===== src/rtl/row_writer_pkg.sv =====
// rtl/row_writer_pkg.sv - shared CNN parameters and row writer state encoding
package row_writer_pkg;

  localparam int CNN_DATA_W  = 32;
  localparam int CNN_IM_SIZE = 32;
  localparam int CNN_ADDR_W  = 10;
  localparam int FRAME_W     = 4;

  typedef enum logic [1:0] {
    IDLE  = 2'd0,
    SHIFT = 2'd1,
    DONE  = 2'd2
  } row_state_t;

  // Bits needed to hold the values 0..n inclusive.
  function automatic int cnt_width(input int n);
    return $clog2(n + 1);
  endfunction

endpackage


===== src/rtl/row_writer_addr_gen.sv =====
// rtl/row_writer_addr_gen.sv - address, word, row and frame counters for row_writer
module row_addr_gen
  import row_writer_pkg::*;
#(
  parameter int IM_SIZE = CNN_IM_SIZE,
  parameter int ADDR_W  = CNN_ADDR_W,
  localparam int WCNT_W = cnt_width(IM_SIZE)
) (
  input  logic               clk,
  input  logic               rst,
  input  logic               clear,
  input  logic               issue,
  input  logic               wr_strobe,
  input  logic               row_end,
  output logic [ADDR_W-1:0]  addr,
  output logic [WCNT_W-1:0]  word_cnt,
  output logic [FRAME_W-1:0] frame_idx,
  output logic               frame_done
);

  localparam int ROW_W = cnt_width(IM_SIZE - 1);

  logic [ROW_W-1:0] row_cnt;

  // addr follows the registered strobe, so it steps the cycle after each write is presented.
  always_ff @(posedge clk or negedge rst) begin
    if (!rst) begin
      addr       <= '0;
      word_cnt   <= '0;
      row_cnt    <= '0;
      frame_idx  <= '0;
      frame_done <= 1'b0;
    end else if (clear) begin
      addr       <= '0;
      word_cnt   <= '0;
      row_cnt    <= '0;
      frame_idx  <= frame_idx + 1'b1;
      frame_done <= 1'b0;
    end else begin
      frame_done <= 1'b0;
      if (wr_strobe)
        addr <= addr + 1'b1;
      if (issue)
        word_cnt <= word_cnt + 1'b1;
      if (row_end) begin
        word_cnt <= '0;
        if (row_cnt == ROW_W'(IM_SIZE - 1)) begin
          row_cnt    <= '0;
          frame_done <= 1'b1;
        end else begin
          row_cnt <= row_cnt + 1'b1;
        end
      end
    end
  end

endmodule


===== src/rtl/row_writer.sv =====
// rtl/row_writer.sv - serialises a parallel image row into sequential RAM writes
module row_writer
  import row_writer_pkg::*;
#(
  parameter int DATA_W  = CNN_DATA_W,
  parameter int IM_SIZE = CNN_IM_SIZE,
  parameter int ADDR_W  = CNN_ADDR_W
) (
  input  logic                           clk,
  input  logic                           rst,
  input  logic                           row_valid,
  input  logic [IM_SIZE-1:0][DATA_W-1:0] row_data,
  output logic                           row_ready,
  input  logic                           ram_hold,
  input  logic                           next_frame,
  output logic                           ram_wr_en,
  output logic [ADDR_W-1:0]              ram_addr,
  output logic [DATA_W-1:0]              ram_wdata,
  output logic                           row_done,
  output logic                           frame_done,
  output logic [FRAME_W-1:0]             frame_idx
);

  localparam int WCNT_W = cnt_width(IM_SIZE);

  row_state_t                     state;
  logic [IM_SIZE-1:0][DATA_W-1:0] sreg;
  logic [WCNT_W-1:0]              word_cnt;
  logic                           all_written;
  logic                           issue;
  logic                           row_end;

  assign row_ready   = (state == IDLE);
  assign all_written = (word_cnt == WCNT_W'(IM_SIZE));
  assign issue       = (state == SHIFT) && !ram_hold && !all_written && !next_frame;
  assign row_end     = (state == SHIFT) && all_written && !next_frame;

  // Highest element leaves first so a loader shifting in at index 0 rebuilds the row.
  always_ff @(posedge clk or negedge rst) begin
    if (!rst) begin
      state     <= IDLE;
      sreg      <= '0;
      ram_wr_en <= 1'b0;
      ram_wdata <= '0;
      row_done  <= 1'b0;
    end else if (next_frame) begin
      state     <= IDLE;
      ram_wr_en <= 1'b0;
      row_done  <= 1'b0;
    end else begin
      ram_wr_en <= 1'b0;
      row_done  <= 1'b0;
      case (state)
        IDLE: begin
          if (row_valid) begin
            sreg  <= row_data;
            state <= SHIFT;
          end
        end
        SHIFT: begin
          if (row_end) begin
            state    <= DONE;
            row_done <= 1'b1;
          end else if (issue) begin
            ram_wr_en <= 1'b1;
            ram_wdata <= sreg[IM_SIZE-1];
            sreg      <= {sreg[IM_SIZE-2:0], {DATA_W{1'b0}}};
          end
        end
        DONE:    state <= IDLE;
        default: state <= IDLE;
      endcase
    end
  end

  row_addr_gen #(
    .IM_SIZE (IM_SIZE),
    .ADDR_W  (ADDR_W)
  ) u_addr_gen (
    .clk        (clk),
    .rst        (rst),
    .clear      (next_frame),
    .issue      (issue),
    .wr_strobe  (ram_wr_en),
    .row_end    (row_end),
    .addr       (ram_addr),
    .word_cnt   (word_cnt),
    .frame_idx  (frame_idx),
    .frame_done (frame_done)
  );

endmodule


===== config.mk =====
export PLATFORM = sky130hd
export DESIGN_NAME = row_writer
export DESIGN_NICKNAME = d
export VERILOG_FILES = /design/src/rtl/row_writer_pkg.sv /design/src/rtl/row_writer_addr_gen.sv /design/src/rtl/row_writer.sv
export SDC_FILE = /design/constraint.sdc
export NUM_CORES = 2
export LEC_CHECK = 0
export BUFFER_PORTS_ARGS = -buffer_cell sky130_fd_sc_hd__buf_2
export CORE_AREA = 2 2 426 428
export CTS_CLUSTER_DIAMETER = 60
export DETAILED_ROUTE_END_ITERATION = 7
export DIE_AREA = 0 0 428 430
export PLACE_DENSITY_LB_ADDON = 0.25
export SYNTH_ARGS = -nofsm -noshare
export SYNTH_HDL_FRONTEND = slang
export SYNTH_SLANG_ARGS = --single-unit

===== constraint.sdc =====
create_clock -name clk -period 3.3 [get_ports clk]
set_input_delay 0.33 -clock clk [delete_from_list [all_inputs] [get_ports clk]]
set_output_delay 0.33 -clock clk [all_outputs]
set_load 0.02 [all_outputs]

After elaboration in Yosys (flattened, before gate mapping). Cells that the tools add are included.

Bits in registers: 1086. Bits in latches: 0. RAM bits: 0. Memory bits (read-only): 0. Bits of input ports: 1029. Output and inout bits: 50. Word-level logic and storage cells: 97. Memories: 0.

Add/subtract/negate cells: 4. $mul: 0. Div/mod/pow operators: 0. Order comparisons: 0. Equal/unequal tests: 8. Shifts and indexed selects: 0. Muxes and demuxes: 26. Bitwise gates (word level): 2. Reductions and logical operators: 16.

Operators by type and width (count): 1024-bit 2-to-1 mux (3); 1024-bit case mux with 2 select lines (1); 10-bit 2-to-1 mux (2); 6-bit 2-to-1 mux (3); 5-bit 2-to-1 mux (3); 10-bit by 1-bit adder with 10-bit output, second input constant (1); 1-bit 2-to-1 mux (10); 6-bit by 1-bit adder with 6-bit output, second input constant (1); 6-bit equality test, second input constant (1); 2-bit 2-to-1 mux (3); 2-bit inequality test, second input constant (3); 2-bit nonzero test (3); 5-bit by 1-bit adder with 5-bit output, second input constant (1); 5-bit equality test, second input constant (1); 1-bit logical AND (5); 5-bit AND reduction (1); 4-bit by 1-bit adder with 4-bit output, second input constant (1); 2-bit case mux with 2 select lines (1); 4-bit AND reduction (1); 1-bit zero test (3); 3-bit by 2-bit inequality test with 1-bit output, second input constant (1); 3-bit inequality test, second input constant (1); 3-bit nonzero test (1); 2-bit by 1-bit equality test with 1-bit output, second input constant (1); other kinds (3) (4).

Depth between registers and ports, before layout.
Word-level depth: 8. Mapped depth: 9. Depth with buffers taken out: 6.

By module. A second synthesis with hierarchy kept.

Cell total of the unflattened synthesis: 3568. Area total of the unflattened synthesis: 52160.0 µm².

By module, submodules not included: row_writer (instances 1, cells an instance 3453, area an instance 50930.1 µm², sequential area each 26525.4 µm²); row_addr_gen (instances 1, cells an instance 115, area an instance 1229.9 µm², sequential area each 650.6 µm²).

Worst setup path after synthesis. Ideal clock, no wire load.

Path kind: reg2reg. Start: reg u_addr_gen.row_cnt[0]. End: reg u_addr_gen.row_cnt[2]. Library setup time: 78 ps. Arrival time: 1762 ps. Data required time: 3222 ps. Path slack: 1460 ps. Stages on the path, launching flop included: 6. Path buffers: 0. Period minus slack after synthesis: 1840 ps. Cell sequence: dfrtp_1 ha_1 and3_1 ha_1 or4b_2 a21oi_1.

Longest elaborated chain between the ends: 4. Elaborated cells between the ends (all ways): 5. Classes of those cells: add/sub: 1; eq/ne: 1; mux: 3.

RTL lines: start, declared (RTL line row_writer_addr_gen.sv:23) `logic [ROW_W-1:0] row_cnt;`; start signal, assigned (RTL line row_writer_addr_gen.sv:51) `row_cnt <= row_cnt + 1'b1;`; 5-bit by 1-bit adder with 5-bit output or 5-bit equality test (tied branches) (RTL line row_writer_addr_gen.sv:51, row_writer_addr_gen.sv:47); 5-bit 2-to-1 mux * (RTL line row_writer_addr_gen.sv:47) `if (row_cnt == ROW_W'(IM_SIZE - 1)) begin`; 5-bit 2-to-1 mux * (RTL line row_writer_addr_gen.sv:45) `if (row_end) begin`; 5-bit 2-to-1 mux * (RTL line row_writer_addr_gen.sv:33) `end else if (clear) begin`.

Mark *: on every way between the ends. The rest lies on a longest branch, timed or not. The select of a mux whose other input is x is not followed. A chain may end at the register's enable or synchronous reset.

Final worst setup path.
Start: reg u_addr_gen.word_cnt[0]. End: reg sreg[977] in the netlist's numbering.

Longest elaborated chain between the ends: 6. Elaborated cells between the ends (all ways): 9. Classes of those cells: eq/ne: 3; reduce/logical: 6.

RTL lines: start, declared (RTL line row_writer_addr_gen.sv:16) `output logic [WCNT_W-1:0] word_cnt,`; start signal, assigned (RTL line row_writer_addr_gen.sv:44) `word_cnt <= word_cnt + 1'b1;`; 6-bit equality test * (RTL line row_writer.sv:34) `assign all_written = (word_cnt == WCNT_W'(IM_SIZE));`; 1-bit zero test (RTL line row_writer.sv:35) `assign issue = (state == SHIFT) && !ram_hold && !all_written && !next_frame;`; 1-bit logical AND (2 in series) (RTL line row_writer.sv:35); 2-bit inequality test (no source line); 5-bit AND reduction (no source line) *; end signal, assigned (RTL line row_writer.sv:56) `sreg <= row_data;`; end signal, assigned (RTL line row_writer.sv:67) `sreg <= {sreg[IM_SIZE-2:0], {DATA_W{1'b0}}};`; end, declared (RTL line row_writer.sv:27) `logic [IM_SIZE-1:0][DATA_W-1:0] sreg;`.

Mark *: on every way between the ends. The rest lies on a longest branch, timed or not.

==> metrics.md <==
| Metric | Value |
|---|---|
| Outcome | complete, no violations |
| Commonest cells in the netlist | 1,086 x dfrtp_1, 992 x a2bb2oi_1, 992 x o22ai_1 |
| Final setup fails | 0 |
| R2r worst-path depth | 9 |
| Global route total overflow | 0 |
| H-tree levels | 4 |
| Via density | 5.32 |
| P&R area growth vs syn | 49.9% |
| Synthesized Nets | 4,739 |
| Routed WL per cell | 25.2 um |
| Critical path peak fanout | 48 |
| Die width | 428 um |
| Crit-path cells | inv_1 > ha_1 > inv_1 > o31ai_4 > buf_12 > buf_12 > buf_4 > o22ai_1 > a2bb2oi_1 |
| PwrDens | 655 nW/um^2 |
| Hold Violations, Final | 0 |
| Req. time, crit path | 3.98 ns |
| GP Congestion | 0.897 |
| Critical path class | flop to flop |
| Port bufs | 1,078 |
| Vias post-DR | 43,349 |
| Fin crit share | 77.5% |
| Cts bufs inserted | 134 |
| First-pass GRT wire length | 302 mm |
| Detailed Route WL | 205 mm |
| Async SR Flop Fraction | 100% |
| Clk Latency, worst-skew pair | 0.79 ns |
| Post-Synth Adder-Cell Area | 0.165% |
| Post-synthesis sequential area ratio | 59.7% |
| Max IR drop VDD | 0.000483 V |
| Worst r2r dst | sreg[977] |
| Fin. max-slew vios | 0 |
| Post-route antenna net violation count | 0 |
| Setup crit end kind | flop |
| Pre-Repair DR Iteration Count | 7 |
| Mapped Avg Cell Area | 12.3 um^2 |
| HPWL Detailed | 137 mm |
| Number of synthesized flops with an enable pin | 0 |
| RSZ-0062 raised after global routing | false |
| Ys flop type | dfrtp_1 |
| Largest area contributor in the netlist | dfrtp_1 |
| Synth Area in Simple Gates | 0.811% |
| Clock Skews | 0.0481 ns |
| GRT Total Usage | 21.5% |
| Top post-synthesis cells by area | dfrtp_1 60%, a2bb2oi_1 19%, o22ai_1 14%, buf_2 2.0%, clkbuf_1 1.8% |
| DRC | 0 |
| 1st-iter DRT viols | 3,947 |
| Initial antenna violation count | 69 |
| Mux contribution to synthesized area | 0.838% |
| Yosys Warn Count | 0 |
| Core area | 180,000 um^2 |
| Clock-pin slew on the worst setup and hold paths | 0.06 ns |
| Post-layout min period | 2.56 ns |
| Total of max-cap violations | 0 |
| Worst slew margin | 18.4% |
| Starting density of the core | 25.3% |
| Gate count of the mapped netlist | 3,704 |
| Clock root cell | clkbuf_16 |
| CTS tree | yes |
| WP data arrival | 3.24 ns |
| Max Buffers Root-to-Sink | 3 |
| Worst path slowest cell | dfrtp_1 |
| Post-Synth XOR/XNOR Area | 0.231% |
| DP Area | 53,300 um^2 |
| Reg-to-reg slack, setup | 0.74 ns |
| Die Height | 430 um |
| Compound-Gate Fraction of Synth Area | 33.6% |
| Largest family of logic cells by synthesized area | compound AO/OA/AOI/OAI gates |
| CP startpoint kind | flop |
| Worst setup endpoint | sreg[977] |
| Full die area | 184,000 um^2 |
| Number of global-route vias before repair | 44,697 |
| TNS Setup | 0 ns |
| Clk sink count | 1,086 |
| I/O pins | 1,079 |
| Crit path from | u_addr_gen.word_cnt[0] |
| Share of the synthesized area in the top cell type | 59.7% |
| Static Leak | 28.4 nW |
| NumNets Final | 6,631 |
| R2r startpoint | u_addr_gen.word_cnt[0] |
| Max Clock Freq | 391 MHz |
| #FFs+latches synth | 1,086 |
| Worst-Margin Slew | 1.22 ns |
| # rows | 156 |
| Synthesized cell area | 45,500 um^2 |
| Max incr delay on CP | 0.42 ns |
| Fin area | 68,200 um^2 |
| Share of post-route cells with drive strength above 1 | 25.3% |
| Top-count cell post-synth | dfrtp_1 |
| Unique masters post-synth | 39 |
| Worst hold path type | input port to flop |
| Largest net degree at the start of global routing | 216 |
[per-layer routing]
metal / wire length, um / share of wire [%] / global-route usage (%)
met4: 11600 / 5.6 / 11.9
met2: 96100 / 47 / 34.0
met5: 47 / 0.023 / 0
met1: 85000 / 41 / 27.6
met3: 12700 / 6.2 / 4.31
[stage by stage]
| stage | power (mW) | hold slack [ns] | utilization (%) | worst slack [ns] | std cells |
|---|---|---|---|---|---|
| finish | 44.7 | 0.0776 | 38.0 | 0.741 | 8151 |
| floorplan | 24.6 | 0.0344 | - | 1.46 | 3704 |
| global placement | 28.5 | 0.397 | 29.6 | 0.737 | 6807 |
| global route | 46.7 | 0.00781 | 37.9 | 0.599 | 8136 |
| CTS | 45.0 | 0.00866 | 37.9 | 0.727 | 8073 |
| detailed placement | 28.5 | 0.417 | 29.6 | 0.743 | 6807 |
[state kept, by name, summed over array words and instances, names as in the netlist]
register and cells:
ram_wdata 32, u_addr_gen.addr 10, u_addr_gen.frame_done 1, state 2, row_done 1, u_addr_gen.frame_idx 4, ram_wr_en 1, u_addr_gen.word_cnt 6
sreg 1024, u_addr_gen.row_cnt 5
[power by group]
group	internal (mW)	switching [mW]	total [mW]
Combinational	5.51	4.44	9.95
Sequential	16.7	2.85	19.6
Clock	8.96	6.22	15.2
Total	31.2	13.5	44.7
[repair_timing]
action                                 4_1_cts  5_1_grt
setup buffers                                0        0
resized for setup                            0        0
endpoints found under the hold margin     1067        0
hold buffers                              1023        0
[layout make-up]
type	instances	area (um^2)
clock inverter	43	541
timing repair buffer	2211	17100
inverter	4	15.0
multi-input combinational	2159	16300
fill	17477	112000
clock buffer	200	4010
tap	2370	2970
antenna	78	195
sequential	1086	27200
[critical path: cells and delay by family, from the launching register on]
kind | cells | cell delay (ns)
adder cells (fa/ha/maj) | 1 | 0.19
flip-flops | 1 | 0.42
AO/OA/AOI/OAI | 3 | 0.70
buffers and inverters | 5 | 1.12
[cells in the final DEF (no fill, tap or decap), drive strengths merged, types with 6 or more instances in the layout]
| cell | count |
|---|---|
| a2bb2oi | 992 |
| nand3 | 7 |
| bufinv | 6 |
| o21ai | 6 |
| inv | 18 |
| diode | 78 |
| xor2 | 7 |
| o22ai | 992 |
| or3 | 6 |
| nor2 | 17 |
| a22o | 32 |
| nand2 | 11 |
| clkbuf | 200 |
| mux2 | 33 |
| ha | 6 |
| dfrtp | 1086 |
| clkinv | 18 |
| buf | 1188 |
| dlygate4sd3 | 1023 |
| a21oi | 10 |
[how the worst min path moves through the flow]
stage / start / endpoint / slack [ns] / cells after the start
2_1_floorplan: rst / ram_wdata[0] / 0.03 / 0
3_3_place_gp: rst / sreg[448] / 0.40 / 1
3_5_place_dp: rst / sreg[448] / 0.42 / 1
4_1_cts: row_data[446] / sreg[446] / 0.009 / 3
5_1_grt: row_data[446] / sreg[446] / 0.008 / 3
6_report: row_data[440] / sreg[440] / 0.08 / 3
[logic make-up after synthesis]
kind of cell    count (synthesis)
compound gates               2038
xor+xnor                       12
fa+ha+maj                       6
buf+inv                       459
flops                        1086
mux                            34
simple gates                   69
Note: power is estimated with default switching activity, not from simulation.
